===== src/rtl/pwm_pkg.sv =====
// Shared constants and FSM encoding for the servo PWM generator/decoder pair.
// Generator high times and frame length are kept here so both sides agree.
package pwm_pkg;

    localparam int CNT_W_DEF   = 21;

    localparam int GEN_HIGH_00 = 50_000;
    localparam int GEN_HIGH_01 = 150_000;
    localparam int GEN_HIGH_10 = 240_000;
    localparam int GEN_FRAME   = 1_000_000;

    localparam int TH_01_DEF   = 100_000;
    localparam int TH_10_DEF   = 195_000;
    localparam int TIMEOUT_DEF = 1_100_000;

    typedef enum logic [1:0] {
        IDLE = 2'd0,
        HIGH = 2'd1,
        LOW  = 2'd2
    } pwm_state_e;

endpackage


===== src/rtl/pwm_decoder_if.sv =====
// PWM decoder bus: raw PWM input toward the decoder, measurement results back.
// No handshake; valid is a one-cycle strobe with no backpressure.
interface pwm_decoder_if
    import pwm_pkg::*;
#(
    parameter int CNT_W = CNT_W_DEF
);
    logic             pwm_in;
    logic [CNT_W-1:0] width;
    logic [CNT_W-1:0] period;
    logic [1:0]       pos;
    logic             valid;
    logic             timeout;

    modport master (output pwm_in, input width, period, pos, valid, timeout);
    modport slave  (input pwm_in, output width, period, pos, valid, timeout);
endinterface


===== src/rtl/pwm_sync_edge.sv =====
// 2-flop synchronizer plus edge detector; rise/fall are usable 2 clk after d_i changes.
// Free-running, no backpressure. Identical latency on both edges.
module pwm_sync_edge (
    input  logic clk,
    input  logic rst_n,
    input  logic d_i,
    output logic s_o,
    output logic rise_o,
    output logic fall_o
);
    logic sync1_q;
    logic sync2_q;
    logic prev_q;

    always_ff @(posedge clk or negedge rst_n) begin
        if (!rst_n) begin
            sync1_q <= 1'b0;
            sync2_q <= 1'b0;
            prev_q  <= 1'b0;
        end else begin
            sync1_q <= d_i;
            sync2_q <= sync1_q;
            prev_q  <= sync2_q;
        end
    end

    assign s_o    = sync2_q;
    assign rise_o =  sync2_q & ~prev_q;
    assign fall_o = ~sync2_q &  prev_q;
endmodule


===== src/rtl/pwm_decoder.sv =====
// Measures PWM high time and period, classifies high time into a 2-bit position code.
// valid strobes 3 clk after the closing pwm_in rise; no backpressure, results hold until next publish.
module pwm_decoder
    import pwm_pkg::*;
#(
    parameter int CNT_W   = CNT_W_DEF,
    parameter int TH_01   = TH_01_DEF,
    parameter int TH_10   = TH_10_DEF,
    parameter int TIMEOUT = TIMEOUT_DEF
) (
    input  logic         clk,
    input  logic         rst_n,
    pwm_decoder_if.slave bus
);
    logic s;
    logic rise;
    logic fall;

    pwm_sync_edge u_sync (
        .clk    (clk),
        .rst_n  (rst_n),
        .d_i    (bus.pwm_in),
        .s_o    (s),
        .rise_o (rise),
        .fall_o (fall)
    );

    pwm_state_e       state_q, state_d;
    logic [CNT_W-1:0] hcnt_q, hcnt_d;
    logic [CNT_W-1:0] pcnt_q, pcnt_d;
    logic             publish;
    logic             set_timeout;
    logic             at_timeout;

    logic [CNT_W-1:0] width_q;
    logic [CNT_W-1:0] period_q;
    logic [1:0]       pos_q;
    logic             valid_q;
    logic             timeout_q;

    function automatic logic [CNT_W-1:0] sat_inc(input logic [CNT_W-1:0] v);
        return (&v) ? v : v + CNT_W'(1);
    endfunction

    function automatic logic [1:0] classify(input logic [CNT_W-1:0] h);
        if (h >= CNT_W'(TH_10)) return 2'b10;
        if (h >= CNT_W'(TH_01)) return 2'b01;
        return 2'b00;
    endfunction

    assign at_timeout = (pcnt_q == CNT_W'(TIMEOUT));

    always_comb begin
        state_d     = state_q;
        hcnt_d      = hcnt_q;
        pcnt_d      = pcnt_q;
        publish     = 1'b0;
        set_timeout = 1'b0;
        unique case (state_q)
            IDLE: begin
                if (rise) begin
                    state_d = HIGH;
                    hcnt_d  = CNT_W'(1);
                    pcnt_d  = CNT_W'(1);
                end
            end
            HIGH: begin
                if (at_timeout) begin
                    state_d     = IDLE;
                    set_timeout = 1'b1;
                end else begin
                    pcnt_d = sat_inc(pcnt_q);
                    if (fall) begin
                        state_d = LOW;
                    end else if (s) begin
                        hcnt_d = sat_inc(hcnt_q);
                    end
                end
            end
            LOW: begin
                // A rise on the timeout cycle still closes the period normally.
                if (rise) begin
                    publish = 1'b1;
                    state_d = HIGH;
                    hcnt_d  = CNT_W'(1);
                    pcnt_d  = CNT_W'(1);
                end else if (at_timeout) begin
                    state_d     = IDLE;
                    set_timeout = 1'b1;
                end else begin
                    pcnt_d = sat_inc(pcnt_q);
                end
            end
            default: state_d = IDLE;
        endcase
    end

    always_ff @(posedge clk or negedge rst_n) begin
        if (!rst_n) begin
            state_q <= IDLE;
            hcnt_q  <= '0;
            pcnt_q  <= '0;
        end else begin
            state_q <= state_d;
            hcnt_q  <= hcnt_d;
            pcnt_q  <= pcnt_d;
        end
    end

    always_ff @(posedge clk or negedge rst_n) begin
        if (!rst_n) begin
            width_q   <= '0;
            period_q  <= '0;
            pos_q     <= 2'b00;
            valid_q   <= 1'b0;
            timeout_q <= 1'b0;
        end else begin
            valid_q <= publish;
            if (publish) begin
                width_q   <= hcnt_q;
                period_q  <= pcnt_q;
                pos_q     <= classify(hcnt_q);
                timeout_q <= 1'b0;
            end else if (set_timeout) begin
                timeout_q <= 1'b1;
            end
        end
    end

    assign bus.width   = width_q;
    assign bus.period  = period_q;
    assign bus.pos     = pos_q;
    assign bus.valid   = valid_q;
    assign bus.timeout = timeout_q;
endmodule


===== src/flat_wrapper.sv =====
// flat-port wrapper written by rule: the top's interface ports become plain ports
module pwm_decoder_flat import pwm_pkg::*;
#(
    parameter int CNT_W   = CNT_W_DEF,
    parameter int TH_01   = TH_01_DEF,
    parameter int TH_10   = TH_10_DEF,
    parameter int TIMEOUT = TIMEOUT_DEF
)
  (clk, rst_n, bus_pwm_in, bus_width, bus_period, bus_pos, bus_valid, bus_timeout);
  pwm_decoder_if #(.CNT_W(CNT_W)) bus_i ();
  input  logic clk;
  input  logic rst_n;
  input wire logic [$bits(bus_i.pwm_in)-1:0] bus_pwm_in;
  output wire logic [$bits(bus_i.width)-1:0] bus_width;
  output wire logic [$bits(bus_i.period)-1:0] bus_period;
  output wire logic [$bits(bus_i.pos)-1:0] bus_pos;
  output wire logic [$bits(bus_i.valid)-1:0] bus_valid;
  output wire logic [$bits(bus_i.timeout)-1:0] bus_timeout;
  assign bus_i.pwm_in = bus_pwm_in;
  assign bus_width = bus_i.width;
  assign bus_period = bus_i.period;
  assign bus_pos = bus_i.pos;
  assign bus_valid = bus_i.valid;
  assign bus_timeout = bus_i.timeout;
  pwm_decoder #(.CNT_W(CNT_W), .TH_01(TH_01), .TH_10(TH_10), .TIMEOUT(TIMEOUT)) u_core (.clk(clk), .rst_n(rst_n), .bus(bus_i));
endmodule

===== config.mk =====
export PLATFORM = sky130hd
export DESIGN_NAME = pwm_decoder_flat
export DESIGN_NICKNAME = d
export VERILOG_FILES = /design/src/rtl/pwm_pkg.sv /design/src/rtl/pwm_decoder_if.sv /design/src/rtl/pwm_sync_edge.sv /design/src/rtl/pwm_decoder.sv /design/src/flat_wrapper.sv
export SDC_FILE = /design/constraint.sdc
export NUM_CORES = 1
export LEC_CHECK = 0
export BUFFER_PORTS_ARGS = -buffer_cell sky130_fd_sc_hd__buf_2
export CORE_ASPECT_RATIO = 0.6
export CORE_MARGIN = 4
export CORE_UTILIZATION = 57
export CTS_BUF_LIST = sky130_fd_sc_hd__clkbuf_4 sky130_fd_sc_hd__clkbuf_8 sky130_fd_sc_hd__clkbuf_16
export DETAILED_ROUTE_END_ITERATION = 8
export GPL_TIMING_DRIVEN = 0
export PLACE_DENSITY = 0.78
export SYNTH_ARGS = -nofsm -noshare
export SYNTH_HDL_FRONTEND = slang
export SYNTH_SLANG_ARGS = --single-unit

===== constraint.sdc =====
create_clock -name clk -period 2.89 [get_ports clk]
set_clock_uncertainty 0.05 [all_clocks]
set_input_delay 0.289 -clock clk [delete_from_list [all_inputs] [get_ports clk]]
set_output_delay 0.289 -clock clk [all_outputs]
set_load 0.01 [all_outputs]

# --- Word-level counts from Yosys, hierarchy flattened ---
# Cells that the tools add are included.
totals:
  ff_bits: 93
  latchBits: 0
  mem_bits_rw: 0
  romBits: 0
  inputBits: 3
  out_inout_bits: 46
  memories: 0
classes:
  add_sub_neg: 2
  mul: 0
  n_div: 0
  magnitude_cmp: 2
  eq_ne: 11
  shift: 0
  n_mux: 32
  n_bitwise: 4
  n_reduce_logical: 10
ops:
  columns: ["op", "n"]
  rows:
  - ["$mux 21", 8]
  - ["$pmux 21 s3", 1]
  - ["$add 21x1->21 const B", 2]
  - ["$pmux 21 s2", 1]
  - ["$reduce_and 21->1", 2]
  - ["$eq 21x21->1 const B", 1]
  - ["$ge 21x17->1 const B", 1]
  - ["$ge 21x18->1 const B", 1]
  - ["$mux 2", 9]
  - ["$mux 1", 11]
  - ["$ne 2x2->1 const B", 4]
  - ["$ne 3x1->1 const B", 2]
  - ["$pmux 2 s3", 1]
  - ["$reduce_and 6->1", 1]
  - ["$ne 2x1->1 const B", 2]
  - ["$reduce_bool 2->1", 2]
  - ["$reduce_and 3->1", 1]
  - ["$reduce_bool 3->1", 1]
  - ["$and 1x1->1", 2]
  - ["$eq 2x1->1 const B", 1]
  - ["$eq 2x2->1 const B", 1]
  - ["$logic_not 2->1", 1]
  - ["$not 1->1", 2]
  - ["$pmux 1 s2", 1]
  - ["other kinds (2)", 2]

# --- Depth between registers and ports, before layout ---
depth:
  depth_word: 9
  depth_mapped: 9
  mapped_depth_nobuf: 7

# --- Modules after synthesis ---
# A second synthesis with hierarchy kept.
unflattened:
  cells_unflattened: 500
  hier_area_um2: 4475.5
by_module_without_submodules:
  columns: ["module", "instances", "cells_each", "area_per_inst_um2", "seq_area_each_um2"]
  rows:
  - ["pwm_decoder", 1, 495, 4385.5, 2252.2]
  - ["pwm_sync_edge", 1, 5, 90.1, 75.1]

# --- Least setup slack after synthesis ---
# No wires, ideal clock.
synth_timing:
  path_kind: "reg-to-reg"
  from: "register u_core.state_q[0]"
  to: "register u_core.hcnt_q[13]"
  t_arrival_ns: 2.180
  required_ns: 2.707
  path_slack_ns: 0.527
  stages_incl_launch_ff: 10
  n_path_buf: 2
  synth_period_minus_slack_ns: 2.363
  path_cell_list: "dfrtp_1 inv_1 ha_1 nor2_1 mux2i_1 clkbuf_1 clkbuf_1 a31oi_1 o31ai_1 o41ai_1"
synth_via:
  elab_chain_cells: 4
  word_cells_on_any_way: 12
synth_lines:
  columns: ["item", "line", "text"]
  rows:
  - ["start, declared", "pwm_decoder.sv:28", "pwm_state_e state_q, state_d;"]
  - ["start signal, assigned", "pwm_decoder.sv:104", "state_q <= state_d;"]
  - ["$eq 2x2->1 or $logic_not 2->1 (tied branches)", "pwm_decoder.sv:59", "unique case (state_q)"]
  - ["$reduce_or 2->1 (no source line)", null, null]
  - ["$ne 2x1->1 (no source line) or $reduce_bool 2->1 (tied branches)", null, null]
  - ["$reduce_and 6->1 (no source line)", null, null]
  - ["end signal, assigned", "pwm_decoder.sv:105", "hcnt_q <= hcnt_d;"]
  - ["end, declared", "pwm_decoder.sv:29", "logic [CNT_W-1:0] hcnt_q, hcnt_d;"]
# Parallel ways exist; a longest one is shown, timed or not.
# A chain may end at the register's enable or synchronous reset.

# --- Worst setup path in the final report ---
layout_timing:
  from: "register u_core.state_q[0]"
  to: "register u_core.hcnt_q[15]"
# The elaborated chain is that of the path after synthesis.

==> results.yml <==
routing:
  num_vias: 4373
  wl_per_cell_um: 18.4
  dr.pass1.iters: 5
  postRouteAntennaNets: 0
  drt_iter0_drc: 551
  vias_per_cell: 6.30
  drc: 0
  wl_um: 12700
synthesis:
  ys_seq_elements: 93
  synth.yosys.seq_area_share_pct: 49.4
  syn_nets: 530
  synthAdderAreaFrac_pct: 2.13
  synthMuxAreaShare_pct: 1.12
  synth_compound_area_share_pct: 17.5
  synthSimpleGateAreaFrac_pct: 24.9
  synth_top_family_by_area: "simple AND/OR/NAND/NOR gates"
  yosys_warnings: 0
  synth_common_cells: "140 x nand2_1, 93 x dfrtp_1, 30 x o31ai_1"
  synth_top_area_cell: "dfrtp_1"
  synth_edf_count: 0
  ys_types: 52
  synthTopCellsByArea: "dfrtp_1 49%, nand2_1 11%, o31ai_1 4.8%"
  yosysMostFrequentCell: "nand2_1"
  syn_area_per_cell_um2: 9.07
  yosys.area.top_type_share_pct: 49.4
  synthCells: 519
  netlist_area_um2: 4710
  synthFlopType: "dfrtp_1"
  synth-xor-area-share_pct: 0.744
  async_flop_share_pct: 100
setup_path:
  regToRegSetupSlack_ns: 0.14
  path_cells: "inv_1, ha_1, nor2_2, nor2_1, clkbuf_1, a31oi_1, o31ai_1, o41ai_1"
  crit_fanout: 10
  worst_ep_arrival_time_ns: 2.92
  cp-start-kind: "flip-flop"
  critPathSlowestCell: "nor2_1"
  slowest_delay_ns: 0.58
  crit_type: "flip-flop to flip-flop"
  crit_required_ns: 3.06
  end_kind: "flip-flop"
  cp_top_family: "simple AND/OR/NAND/NOR gates"
  cp_num_buf_inv: 2
sta:
  min_period_ns: 2.75
  fin_ws_ns: 0.135
  slew_viol_final: 0
  fin_setup_tns_ns: 0
  hold_viol: 0
  slew_headroom_pct: 50.6
  post-route-period-util_pct: 95.3
  final-setup-viol-count: 0
  tightest_slew_ns: 0.739
  maxClockFrequency_mhz: 363
  rsz0062_at_grt: "yes"
global_routing:
  grtUsageTotal_pct: 27.1
  top_usage_layer: "met1"
  grt_pass1_wl_um: 21000
  use_met1_pct: 42.0
  met2_usage_pct: 36.4
  grt_pass1_vias: 4056
  antenna_found_initial: 0
  grt_overflow: 0
  grt_max_degree: 60
  gr-usage-met3_pct: 8.50
placement:
  dpl_cell_area_um2: 5110
  numPortBuffers: 48
  dpl.hpwl_um: 8820
  dp_slack_ns: -0.0721
  globalplace.congestion: 0.967
power_and_ir_drop:
  p_leak_nw: 2.60
  power_density_nw_per_um2: 712
  vdd_drop_max_v: 0.000619
worst_hold_path:
  holdCritPathClass: "flip-flop to flip-flop"
clock_network:
  h-tree-depth: 3
  cts_inserted_buffers: 9
  cts_tree: "done"
  clock_path_buffers: 2
  cts.sinks: 93
  root_buffer: "clkbuf_16"
  insertion_delay_ns: 0.35
  postCtsSetupBuffers: 0
  clk_pin_slew_worst_paths_ns: 0.07
floorplanning:
  die_h_um: 78.4
  die_w_um: 125
  floorplan.rows: 25
  core_area_um2: 7950
  top_level_ports: 49
  die_area_um2: 9830
  start_util_pct: 59.3
outcome:
  outcome: "completed"
cells_and_area:
  final_area_um2: 5460
  drive_gt1_share_pct: 14.7
  n_antenna_cell: 0
  final_nets: 592
  n_fill_cell: 642
  area_delta_synth_final_pct: 15.9
flow_run:
  maxCapViolations: 0
## cell usage in the layout (no fill, tap or decap), types with 9 or more instances in the layout
cell type,synthesis,layout
nand3_1,15,15
inv_1,10,10
buf_2,7,55
o31ai_1,30,30
clkbuf_1,26,22
nor2_1,15,14
nand2_1,140,140
or3_1,11,11
a21oi_1,21,20
o21ai_0,16,16
a31oi_1,10,10
clkbuf_16,0,9
dfrtp_1,93,93
nand4_1,12,12
## path summary, 6_finish.rpt
check	startpoint	endpoint	cells past startpoint
max	u_core.state_q[0]	u_core.hcnt_q[15]	8
max in group asynchronous	rst_n	u_core.bus.period[6]	3
min	u_core.u_sync.sync1_q	u_core.u_sync.s_o	0
max reg2reg	u_core.state_q[0]	u_core.hcnt_q[15]	8
min in group asynchronous	rst_n	u_core.bus.width[12]	2
min reg2reg	u_core.u_sync.sync1_q	u_core.u_sync.s_o	0
## where the power goes
part	internal [mW]	leakage (nW)	switching, mW
Combinational	0.356	1.18	0.778
Clock	0.718	0.148	0.519
Sequential	1.41	1.27	0.102
## logic make-up after synthesis
family,Yosys count
fa+ha+maj,8
mux,5
xor+xnor,4
flops,93
compound gates,117
buf+inv,47
simple gates,245
## metrics by stage
step                hold slack (ns)  power, mW  util (%)  instances
finish                        0.305       3.88      68.7        694
global route                  0.326       4.06      68.7        694
CTS                           0.310       3.83      68.6        694
detailed placement            0.233       2.59      64.4        676
global placement              0.284       2.55      64.0        675
floorplan                   -0.0566       2.24         -        519
## metal layers
layer / share of wire (%) / vias to the layer above
met5: 0 / -
met4: 1.4 / 0
met3: 10 / 21
met2: 40 / 228
met1: 49 / 2133
li1: - / 1991
## timing repair
| action | 4_1_cts | 5_1_grt |
|---|---|---|
| resized for setup | 1 | 9 |
| hold buffers | 2 | 0 |
| hold endpoints to repair | 35 | 0 |
| endpoints found under the setup margin | 8 | 25 |
## final cells by class
cell class              instances  area, um2  area share, %
clock buffers                  11        253           4.63
repair buffers                 51        290           5.32
multi-input cells             379       2190           40.1
well taps                     108        135           2.48
inverters                      11       41.3          0.757
flip-flops and latches         93       2330           42.7
clock inverters                 5       58.8           1.08
plain buffers                  36        164           3.00
## state kept, by name, summed over array words and instances (netlist names)
register and count:
u_core.bus.pos 2, u_core.bus.valid 1, u_core.bus.period 21, u_core.bus.width 21
u_core.u_sync.prev_q 1, u_core.pcnt_q 21, u_core.state_q 2, u_core.bus.timeout 1
u_core.u_sync.sync1_q 1, u_core.u_sync.s_o 1, u_core.hcnt_q 21
No activity file was read; power rests on OpenSTA's default activity.
